## src/rtl/key_debounce_multi.sv

```systemverilog
// key_debounce_multi: N-channel key synchroniser and debouncer with press, release and long-press pulses.
module key_debounce_multi #(
    parameter int N_KEYS     = 4,
    parameter int TICK_DIV   = 50000,
    parameter int STABLE_CNT = 12,
    parameter int LONG_CNT   = 1000,
    parameter bit ACTIVE_LOW = 1'b0
) (
    input  logic              Sys_CLK,
    input  logic              Sys_RST_N,
    input  logic [N_KEYS-1:0] Key_In,
    output logic [N_KEYS-1:0] Key_Out,
    output logic [N_KEYS-1:0] Key_Press,
    output logic [N_KEYS-1:0] Key_Release,
    output logic [N_KEYS-1:0] Key_Long
);
    localparam int TW = $clog2(TICK_DIV);
    localparam int DW = $clog2(STABLE_CNT + 1);
    localparam int HW = $clog2(LONG_CNT + 1);

    // Bit 0 of the state doubles as the registered debounced level.
    typedef enum logic [1:0] {RELEASED = 2'b00, PRESSED = 2'b01, LONG = 2'b11} state_t;

    logic [N_KEYS-1:0] sync_1, sync_2, sync;
    logic [TW-1:0]     tick_cnt;
    logic              tick;

    always_ff @(posedge Sys_CLK or negedge Sys_RST_N)
        if (!Sys_RST_N) begin
            sync_1   <= {N_KEYS{ACTIVE_LOW}};
            sync_2   <= {N_KEYS{ACTIVE_LOW}};
            tick_cnt <= '0;
        end else begin
            sync_1   <= Key_In;
            sync_2   <= sync_1;
            tick_cnt <= tick ? '0 : tick_cnt + 1'b1;
        end

    assign tick = tick_cnt == TW'(TICK_DIV - 1);
    assign sync = ACTIVE_LOW ? ~sync_2 : sync_2;

    for (genvar i = 0; i < N_KEYS; i++) begin : g_ch
        state_t        state, state_nxt;
        logic [DW-1:0] deb_cnt, deb_nxt;
        logic [HW-1:0] hold_cnt, hold_nxt;
        logic          press_q, rel_q, long_q, press_nxt, rel_nxt, long_nxt, flip;

        assign flip = tick && sync[i] != state[0] && deb_cnt == DW'(STABLE_CNT - 1);

        always_ff @(posedge Sys_CLK or negedge Sys_RST_N)
            if (!Sys_RST_N) begin
                state    <= RELEASED;
                deb_cnt  <= '0;
                hold_cnt <= '0;
                press_q  <= 1'b0;
                rel_q    <= 1'b0;
                long_q   <= 1'b0;
            end else begin
                state    <= state_nxt;
                deb_cnt  <= deb_nxt;
                hold_cnt <= hold_nxt;
                press_q  <= press_nxt;
                rel_q    <= rel_nxt;
                long_q   <= long_nxt;
            end

        // A debounced edge takes priority over the long-press threshold on the same tick.
        always_comb begin
            state_nxt = state;
            deb_nxt   = deb_cnt;
            hold_nxt  = hold_cnt;
            press_nxt = 1'b0;
            rel_nxt   = 1'b0;
            long_nxt  = 1'b0;
            if (tick)
                deb_nxt = (sync[i] == state[0] || flip) ? '0 : deb_cnt + 1'b1;
            if (flip) begin
                state_nxt = sync[i] ? PRESSED : RELEASED;
                press_nxt = sync[i];
                rel_nxt   = !sync[i];
                hold_nxt  = '0;
            end else if (tick && state == PRESSED) begin
                hold_nxt = hold_cnt + 1'b1;
                if (hold_cnt == HW'(LONG_CNT - 1)) begin
                    state_nxt = LONG;
                    long_nxt  = 1'b1;
                end
            end
        end

        assign Key_Out[i]     = state[0];
        assign Key_Press[i]   = press_q;
        assign Key_Release[i] = rel_q;
        assign Key_Long[i]    = long_q;
    end
endmodule

```

## config.mk

```make
export PLATFORM = sky130hd
export DESIGN_NAME = key_debounce_multi
export DESIGN_NICKNAME = d
export VERILOG_FILES = /design/src/rtl/key_debounce_multi.sv
export SDC_FILE = /design/constraint.sdc
export NUM_CORES = 1
export LEC_CHECK = 0
export CORE_MARGIN = 3
export CORE_UTILIZATION = 65
export DETAILED_ROUTE_END_ITERATION = 16
export HOLD_SLACK_MARGIN = 0.12
export PLACE_DENSITY = 0.85
export RECOVER_POWER = 25
export SETUP_SLACK_MARGIN = 0.3
export SLEW_MARGIN = 20
export SYNTH_ARGS = -nofsm -noshare
export SYNTH_HDL_FRONTEND = slang
export SYNTH_SLANG_ARGS = --single-unit
```

## constraint.sdc

```tcl
create_clock -name Sys_CLK -period 4.7 [get_ports Sys_CLK]
set_input_delay 1.41 -clock Sys_CLK [delete_from_list [all_inputs] [get_ports Sys_CLK]]
set_output_delay 1.41 -clock Sys_CLK [all_outputs]
set_load 0.005 [all_outputs]
```

# After elaboration in Yosys (flattened, before gate mapping)
# Index checks and enable logic that the tools add are counted.
dict set report op_classes {
  n_eq_ne 21
  bitwise_logic 0
  mul 0
  n_addsub 9
  order_cmp 0
  n_div 0
  shift 0
  muxes 49
  n_reduce_logical 32
}
# operator count
set ops {}
lappend ops {{$mux 10} 8}
lappend ops {{$add 10x1->10 const B} 4}
lappend ops {{$eq 10x10->1 const B} 4}
lappend ops {{$mux 1} 24}
lappend ops {{$mux 2} 12}
lappend ops {{$add 16x1->16 const B} 1}
lappend ops {{$add 4x1->4 const B} 4}
lappend ops {{$eq 16x16->1 const B} 1}
lappend ops {{$eq 4x4->1 const B} 4}
lappend ops {{$mux 16} 1}
lappend ops {{$mux 4} 4}
lappend ops {{$reduce_bool 2->1} 8}
lappend ops {{$logic_and 1x1->1} 12}
lappend ops {{$eq 2x1->1 const B} 4}
lappend ops {{$reduce_and 2->1} 4}
lappend ops {{$eq 1x1->1} 4}
lappend ops {{$logic_not 1->1} 4}
lappend ops {{$logic_or 1x1->1} 4}
lappend ops {{$ne 1x1->1} 4}
dict set report word_totals {
  ram_bits 0
  latch_bits 0
  ff_bits 100
  n_memories 0
  wordCells 138
  romBits 0
  inputBits 6
}

# Longest topological paths before layout
# Gate-level depths: netlist (run 1).
dict set report depth {
  ltp_word 5
  depth_mapped 8
  ltp_nobuf 5
}

# Worst setup path after synthesis (run 1)
# OpenSTA, ideal clock, no wires.
dict set report synth_timing {
  path_type {register -> output}
  from {reg g_ch[1].state[0]}
  to {out Key_Out[1]}
  t_required_ps 3290
  stages_incl_launch_ff 2
  t_arrival_ps 548
  setup_slack_ps 2742
  cell_sequence {dfrtp_1 buf_4}
}
# item line_no
set synth_rtl {}
lappend synth_rtl {{from (decl)} 43} ;# state_t state, state_nxt;
lappend synth_rtl {{from (signal assigned)} 59} ;# state <= state_nxt;
lappend synth_rtl {{to (decl)} 12} ;# output logic [N_KEYS-1:0] Key_Out,
# No word-level cell between the ends.

# Worst setup path in the final report (run 1)
dict set report layout_timing {
  from {reg tick_cnt[0]}
  to {reg g_ch[0].state[0]}
}
dict set report layout_via {
  elab_chain_len 5
  elab_cells_between_ends 8
  classes_between {1 x eq/ne; 1 x mux; 6 x reduce/logical}
}
# item line_no
set layout_lines {}
lappend layout_lines {{from (decl)} 25} ;# logic [TW-1:0] tick_cnt;
lappend layout_lines {{from (signal assigned)} 36} ;# tick_cnt <= tick ? '0 : tick_cnt + 1'b1;
lappend layout_lines {{$eq 16x16->1 (*)} 39} ;# assign tick = tick_cnt == TW'(TICK_DIV - 1);
lappend layout_lines {{$logic_and 1x1->1 (2 in a row)} 48} ;# assign flip = tick && sync[i] != state[0] && deb_cnt == DW'(STABLE_CNT - 1);
lappend layout_lines {{$reduce_bool 2->1 (no line)} n/a}
lappend layout_lines {{$reduce_and 2->1 (no line)} n/a}
lappend layout_lines {{to (signal assigned)} 59}
lappend layout_lines {{to (decl)} 43}
# Every way passes the cells marked *; elsewhere a longest branch is shown, timed or not.
# A chain may end at the register's enable or synchronous reset.

==> run summary, run 1 <==
worst min-delay path category: register to register
largest cells by area after synthesis: dfrtp_1 (51%), o21ai_0 (3.8%), nand2_1 (3.2%)
outcome: finished, violations left
Required @ worst endpoint: 4.96 ns
Final HPWL DP: 6160 µm
DRT iter0 DRCs: 214
Slew Viols, Final: 65
RePlAce Congestion: 0.804
die width: 93.1 µm
GRT overflow: 0
Cells after DPL: 589
Pwr per Cell Area: 268 nW/µm²
initial antenna violation count: 0
TritonCTS buffer count: 9
overall power: 1.41 mW
Total GRT Usage: 22.9%
Avg Cell Area, Syn: 9.89 µm²
CTS tree: done
top cell type by total area after synthesis: dfrtp_1
Routed WL: 9160 µm
area grow syn2layout: 6.80%
critical path type: register to register
CTS root buf: clkbuf_8
CP Data Arrival Time: 3.15 ns
Initial Utilization: 67.7%
DR vias: 3703
CP max FO: 78
Post-Syn Area: 4930 µm²
part of the cycle the worst path needs: 61.5%
RSZ-0062 raised after global routing: false
Die Ht: 93.1 µm
Slew HR: -2.99%
count of input and output buffers: 21
sequential share of power: 61.2%
vias per cell: 6.14
Skew-Pair Late Insertion Delay: 0.37 ns
number of global-route vias before repair: 3521
final hold viol count: 0
Fin Setup TNS: 0 ns
max cap viols: 1
Clock power frac: 36.9%
WL/cell: 15.2 µm
Least-Margin Pin Slew: 1.54 ns
total die area: 8670 µm²
Peak VDD IR: 0.223 mV
Pint: 1.11 mW
post-route cell area: 5270 µm²
Worst Skew: 0.0104 ns
layout cells sized above 1: 5.16%
Setup crit start kind: register
first-pass GRT wire length: 15900 µm
Rows: 31
post-route ant nets: 0
leakage power: 2.29 nW
ant diodes: 0
Bufs on Longest Clock Path: 2
number of synthesized flops with an enable pin: 0
H-tree levels: 3
Post-Synthesis Cells: 499
failing checks: max-capacitance violations, max-slew violations
YS warnings: 0
nets@finish: 516
post-synth top area share: 50.7%
Layout Utilization: 72.3%
clock slew at the register clock pins of the worst setup and hold paths: 0.09 ns
ys async rst share: 100%
Combinational Power Share: 1.9%
Yosys reg bits: 100
Yosys cell types: 44
Post-DP Area: 5110 µm²
pin count of the biggest net entering global routing: 79
fill count: 519
Crit. End Element: register
Finish-stage setup viols: 0
Main synth FF type: dfrtp_1
NetSw: 305 µW
CTS Sinks: 100
Final Critical Period: 2.89 ns
sequential area share after synthesis: 50.7%
Boundary Pins: 22
most common cell in the netlist: dfrtp_1
Net Count, Synth: 514
sw frac: 21.5%
DRC viols: 0
most instantiated cells after synthesis: dfrtp_1 (100), nand2_1 (42), o21ai_0 (37)
DR pass1 iterations: 5
CTS Hold Buffers Added: 0
post-cts sizing count: 0
FMAX: 346 MHz
post-route insts no fill: 603
Setup Fix Bufs, Post-CTS: 0
core area: 7290 µm²
-- cells in the final DEF, fill, tap and decap left out, types with 3 or more instances in the layout --
cell / n
o31ai_1: 11
xnor2_1: 10
nor2b_1: 9
nand2b_1: 5
nor3_1: 15
a31oi_1: 3
a22o_1: 11
inv_1: 15
dlygate4sd3_1: 4
nand2_1: 42
buf_4: 5
and3_1: 9
a21o_1: 4
o22ai_1: 4
a21oi_1: 30
o21ai_0: 37
clkbuf_8: 9
xor2_1: 9
ha_1: 9
and2_1: 8
and4b_1: 6
and3b_1: 3
nor4b_1: 3
nand3_1: 25
clkdlybuf4s50_1: 16
nor2_1: 27
nand4_1: 19
and4_1: 3
or4_1: 14
or3_1: 11
nor4_1: 6
dfrtp_1: 100
-- registers in the layout (all words and copies together), names as in the netlist --
name and flops:
g_ch.hold_cnt 40, g_ch.deb_cnt 16, tick_cnt 16, g_ch.state 8, g_ch.long_q 4, g_ch.press_q 4
g_ch.rel_q 4, sync 4, sync_1 4
-- worst max-delay path, stage by stage, from the launching register on --
cell,delay [ns]
dfrtp_1,0.40
ha_1,0.22
and3_1,0.26
nand4_1,0.24
buf_4,0.41
nor3b_2,0.82
mux2_2,0.41
-- cell families (layout without fill, tap and decap cells) --
family	Yosys count	after routing	share of synthesized area (%)
compound gates	105	105	12.9
xor+xnor	19	19	3.37
simple gates	214	214	25.2
fa+ha+maj	9	9	2.28
mux	2	2	0.456
buf+inv	50	55	5.12
flops	100	100	50.7
-- layout make-up --
cell class | instances | area, µm² | area share (%)
flip-flops and latches | 100 | 2500 | 47.5
multi-input cells | 349 | 2160 | 41.1
repair buffers | 26 | 243 | 4.61
clock buffers | 10 | 128 | 2.42
well taps | 99 | 124 | 2.35
inverters | 15 | 56.3 | 1.07
clock inverters | 4 | 52.6 | 0.997
-- path summary, 6_finish.rpt --
check | startpoint | to | slack (ns) | cells past startpoint
worst max-delay path | tick_cnt[0]$_DFF_PN0_ | g_ch[0].state[0]$_DFFE_PN0P_ | 1.81 | 6
worst max register to register | tick_cnt[0]$_DFF_PN0_ | g_ch[0].state[0]$_DFFE_PN0P_ | 1.81 | 6
worst min register to register | sync_1[0]$_DFF_PN0_ | sync[0]$_DFF_PN0_ | 0.35 | 0
worst min-delay path | sync_1[0]$_DFF_PN0_ | sync[0]$_DFF_PN0_ | 0.35 | 0
max in group asynchronous | Sys_RST_N | tick_cnt[4]$_DFF_PN0_ | 2.25 | 2
min in group asynchronous | Sys_RST_N | g_ch[2].hold_cnt[7]$_DFFE_PN0P_ | 1.41 | 1
-- stage by stage --
stage          hold WS [ns]  setup WS (ns)
6_report              0.354           1.81
5_1_grt               0.359           1.57
4_1_cts               0.357           1.82
3_5_place_dp          0.335           1.91
3_3_place_gp          0.333           2.06
2_1_floorplan         0.331           2.74
-- metal layers --
layer / up-vias / GRT usage, % / part of all wire [%]
li1: 1814 / - / -
met1: 1810 / 29.3 / 45
met2: 69 / 38.4 / 50
met3: 10 / 5.47 / 3.8
met4: 0 / 7.81 / 1.2
met5: - / 0 / 0
-- power groups by stage --
stage,logic [mW],clock network (mW),registers [mW]
finish,0.0262,0.523,0.866
global route,0.0309,0.567,0.866
CTS,0.0287,0.540,0.866
detailed placement,0.0285,0,0.883
global placement,0.0280,0,0.883
floorplan,0.00524,0,0.882
Note: power is estimated with default switching activity, not from simulation.
==> inputs of run 2 (changes only) <==
--- a/config.mk
+++ b/config.mk
@@ -6,10 +6,10 @@
 export NUM_CORES = 1
 export LEC_CHECK = 0
 export CORE_MARGIN = 3
-export CORE_UTILIZATION = 65
+export CORE_UTILIZATION = 60
 export DETAILED_ROUTE_END_ITERATION = 16
 export HOLD_SLACK_MARGIN = 0.12
-export PLACE_DENSITY = 0.85
+export PLACE_DENSITY = 0.79
 export RECOVER_POWER = 25
 export SETUP_SLACK_MARGIN = 0.3
 export SLEW_MARGIN = 20
==> constraint.sdc (replaced) <==
create_clock -name Sys_CLK -period 3 [get_ports Sys_CLK]
set_input_delay 0.9 -clock Sys_CLK [delete_from_list [all_inputs] [get_ports Sys_CLK]]
set_output_delay 0.9 -clock Sys_CLK [all_outputs]
set_load 0.005 [all_outputs]
==> run 2 against run 1 <==
Against the previous run:
- the run still ends with max-capacitance violations, max-slew violations left
- critical path depth fell by 5
- clock power up 83%
- sequential share of layout area decreased by 1.0 points
- final cell count rose by 1.5%
- sequential cell count did not move
- critical endpoint is now Key_Out[2]
- largest cell class unchanged
==> run summary, run 2 (synthesis gave the netlist of run 1 again) <==
fill count: 642 (+24%)
overall power: 2.36 mW (+67%)
Initial Utilization: 62.9% (-4.8 points)
CP Data Arrival Time: 1.46 ns (-1.69 ns)
Top delay family on crit path: buffers and inverters
DR pass1 iterations: 4 (-1)
CP cell instances: clkdlybuf4s50_1
Final Critical Period: 2.36 ns
count of input and output buffers: 21 (unchanged)
Worst Min Path Start: sync_1[3]$_DFF_PN0_
Combinational Power Share: 1.9% (about the same)
Setup Fix Bufs, Post-CTS: 0 (unchanged)
Cells after DPL: 596 (+1.2%)
final hold viol count: 0 (unchanged)
GRT overflow: 0 (unchanged)
worst hold path depth: 0 (unchanged)
Multi-input gate area: 2180 µm² (+0.69%)
Setup crit start kind: register
part of the cycle the worst path needs: 78.7%
largest reg by FF count: g_ch.hold_cnt
max cap viols: 1 (unchanged)
Peak VDD IR: 0.258 mV (+16%)
Slew HR: -6.76% (-3.8 points)
Skew-Pair Late Insertion Delay: 0.37 ns (about the same)
FF-to-FF setup slack: 0.65 ns (-1.16 ns)
post-cts sizing count: 0 (unchanged)
RR Endpoint: g_ch[0].state[1]$_DFFE_PN0P_
most frequent cells in the layout: dfrtp_1 (100), nand2_1 (42), o21ai_0 (37)
Final HPWL DP: 6230 µm (+1.0%)
CTS tree: done
commonest non-fill, non-tap cell in the layout: dfrtp_1
Die Ht: 96.7 µm (+3.8%)
Routed WL: 9260 µm (+1.1%)
Required @ worst endpoint: 2.10 ns (-2.86 ns)
failing checks: max-capacitance violations, max-slew violations
Crit. End Element: output pin
Rows: 32 (+3.2%)
Clock power frac: 40.6% (+3.7 points)
sw frac: 21.2% (-0.35 points)
core area: 7850 µm² (+7.6%)
Pint: 1.86 mW (+67%)
nets@finish: 520 (+0.78%)
DRC viols: 0 (unchanged)
R2R cell count: 6 (unchanged)
Storage cell area: 2500 µm² (unchanged)
Worst Skew: 0.00950 ns (-0.000934 ns)
CTS Hold Buffers Added: 0 (unchanged)
Total GRT Usage: 20.7% (-2.2 points)
leakage power: 2.35 nW (+2.7%)
post-route insts no fill: 612 (+1.5%)
Bufs on Longest Clock Path: 2 (unchanged)
layout cells sized above 1: 6.27% (+1.1 points)
die width: 96.7 µm (+3.8%)
area grow syn2layout: 9.18%
total die area: 9350 µm² (+7.8%)
clock slew at the register clock pins of the worst setup and hold paths: 0.09 ns (about the same)
first-pass GRT wire length: 16400 µm (+2.9%)
CTS root buf: clkbuf_8
NetSw: 499 µW (+64%)
CTS Sinks: 100 (unchanged)
post-route ant nets: 0 (unchanged)
CP max FO: 9 (-88%)
RSZ-0062 raised after global routing: false
WP buf/inv: 1 (unchanged)
number of global-route vias before repair: 3629 (+3.1%)
Least-Margin Pin Slew: 1.60 ns (+0.0566 ns)
initial antenna violation count: 0 (unchanged)
TritonCTS buffer count: 9 (unchanged)
RePlAce Congestion: 0.837 (+4.2%)
r2r startpoint: tick_cnt[0]$_DFF_PN0_
pin count of the biggest net entering global routing: 60 (-24%)
ant diodes: 0 (unchanged)
sequential share of power: 57.5% (-3.7 points)
Slew Viols, Final: 30 (-54%)
WL/cell: 15.1 µm (-0.43%)
Pwr per Cell Area: 438 nW/µm² (+63%)
Fin Setup TNS: 0 ns (unchanged)
Hold Worst Slack: 0.356 ns (+0.00233 ns)
critical path type: register to output pin
vias per cell: 6.02 (-2.0%)
DR vias: 3684 (-0.51%)
Layout Utilization: 68.7% (-3.6 points)
outcome: finished, violations left
FMAX: 423 MHz
biggest regs: g_ch.hold_cnt: 40 flops, g_ch.deb_cnt: 16 flops, tick_cnt: 16 flops
H-tree levels: 3 (unchanged)
DRT iter0 DRCs: 171 (-20%)
Finish-stage setup viols: 0 (unchanged)
CP max stage delay: 0.57 ns (-0.25 ns)
worst min-delay path category: register to register
Slowest cell on crit path: clkdlybuf4s50_1
Hold EP: sync[3]$_DFF_PN0_
Boundary Pins: 22 (unchanged)
max reg flops: 40 (unchanged)
==> run 2: how the worst max path moves through the flow <==
stage	from	end	slack (ns)	depth (start not counted)
after floorplan	tick_cnt[0]$_DFF_PN0_	g_ch[0].state[1]$_DFFE_PN0P_	1.08	8
final	g_ch[2].state[0]$_DFFE_PN0P_	Key_Out[2]	0.64	1
after global placement	tick_cnt[0]$_DFF_PN0_	g_ch[3].long_q$_DFF_PN0_	0.76	6
after global routing	tick_cnt[0]$_DFF_PN0_	g_ch[0].state[1]$_DFFE_PN0P_	0.45	6
after detailed placement	tick_cnt[0]$_DFF_PN0_	g_ch[0].state[1]$_DFFE_PN0P_	0.69	6
after CTS	g_ch[2].state[0]$_DFFE_PN0P_	Key_Out[2]	0.60	1
==> run 2: area by class of cell <==
cell class | count | area share, %
well taps | 102 | 2.37
clock inverters | 5 | 1.56
multi-input cells | 349 | 40.5
clock buffers | 11 | 2.62
inverters | 15 | 1.05
flip-flops and latches | 100 | 46.4
repair buffers | 30 | 5.50
==> run 2: through the flow <==
step	cell area, µm²	setup WS (ns)
floorplan	4930	1.08
global placement	5170	0.757
detailed placement	5170	0.686
CTS	5390	0.604
global route	5390	0.448
finish	5390	0.638
==> run 2: power by group through the flow <==
stage	Clock (mW)	Sequential (mW)	Combinational, mW
floorplan	0	1.38	0.00821
global placement	0	1.38	0.0463
detailed placement	0	1.38	0.0471
CTS	0.984	1.36	0.0474
global route	1.04	1.36	0.0515
finish	0.958	1.36	0.0436
==> run 2: metal layers <==
metal	GRT usage [%]	part of all wire, %	vias up
met3	4.90	3.6	12
met4	5.18	1.1	0
met5	0	0	-
li1	-	-	1819
met2	35.6	49	58
met1	26.5	46	1795
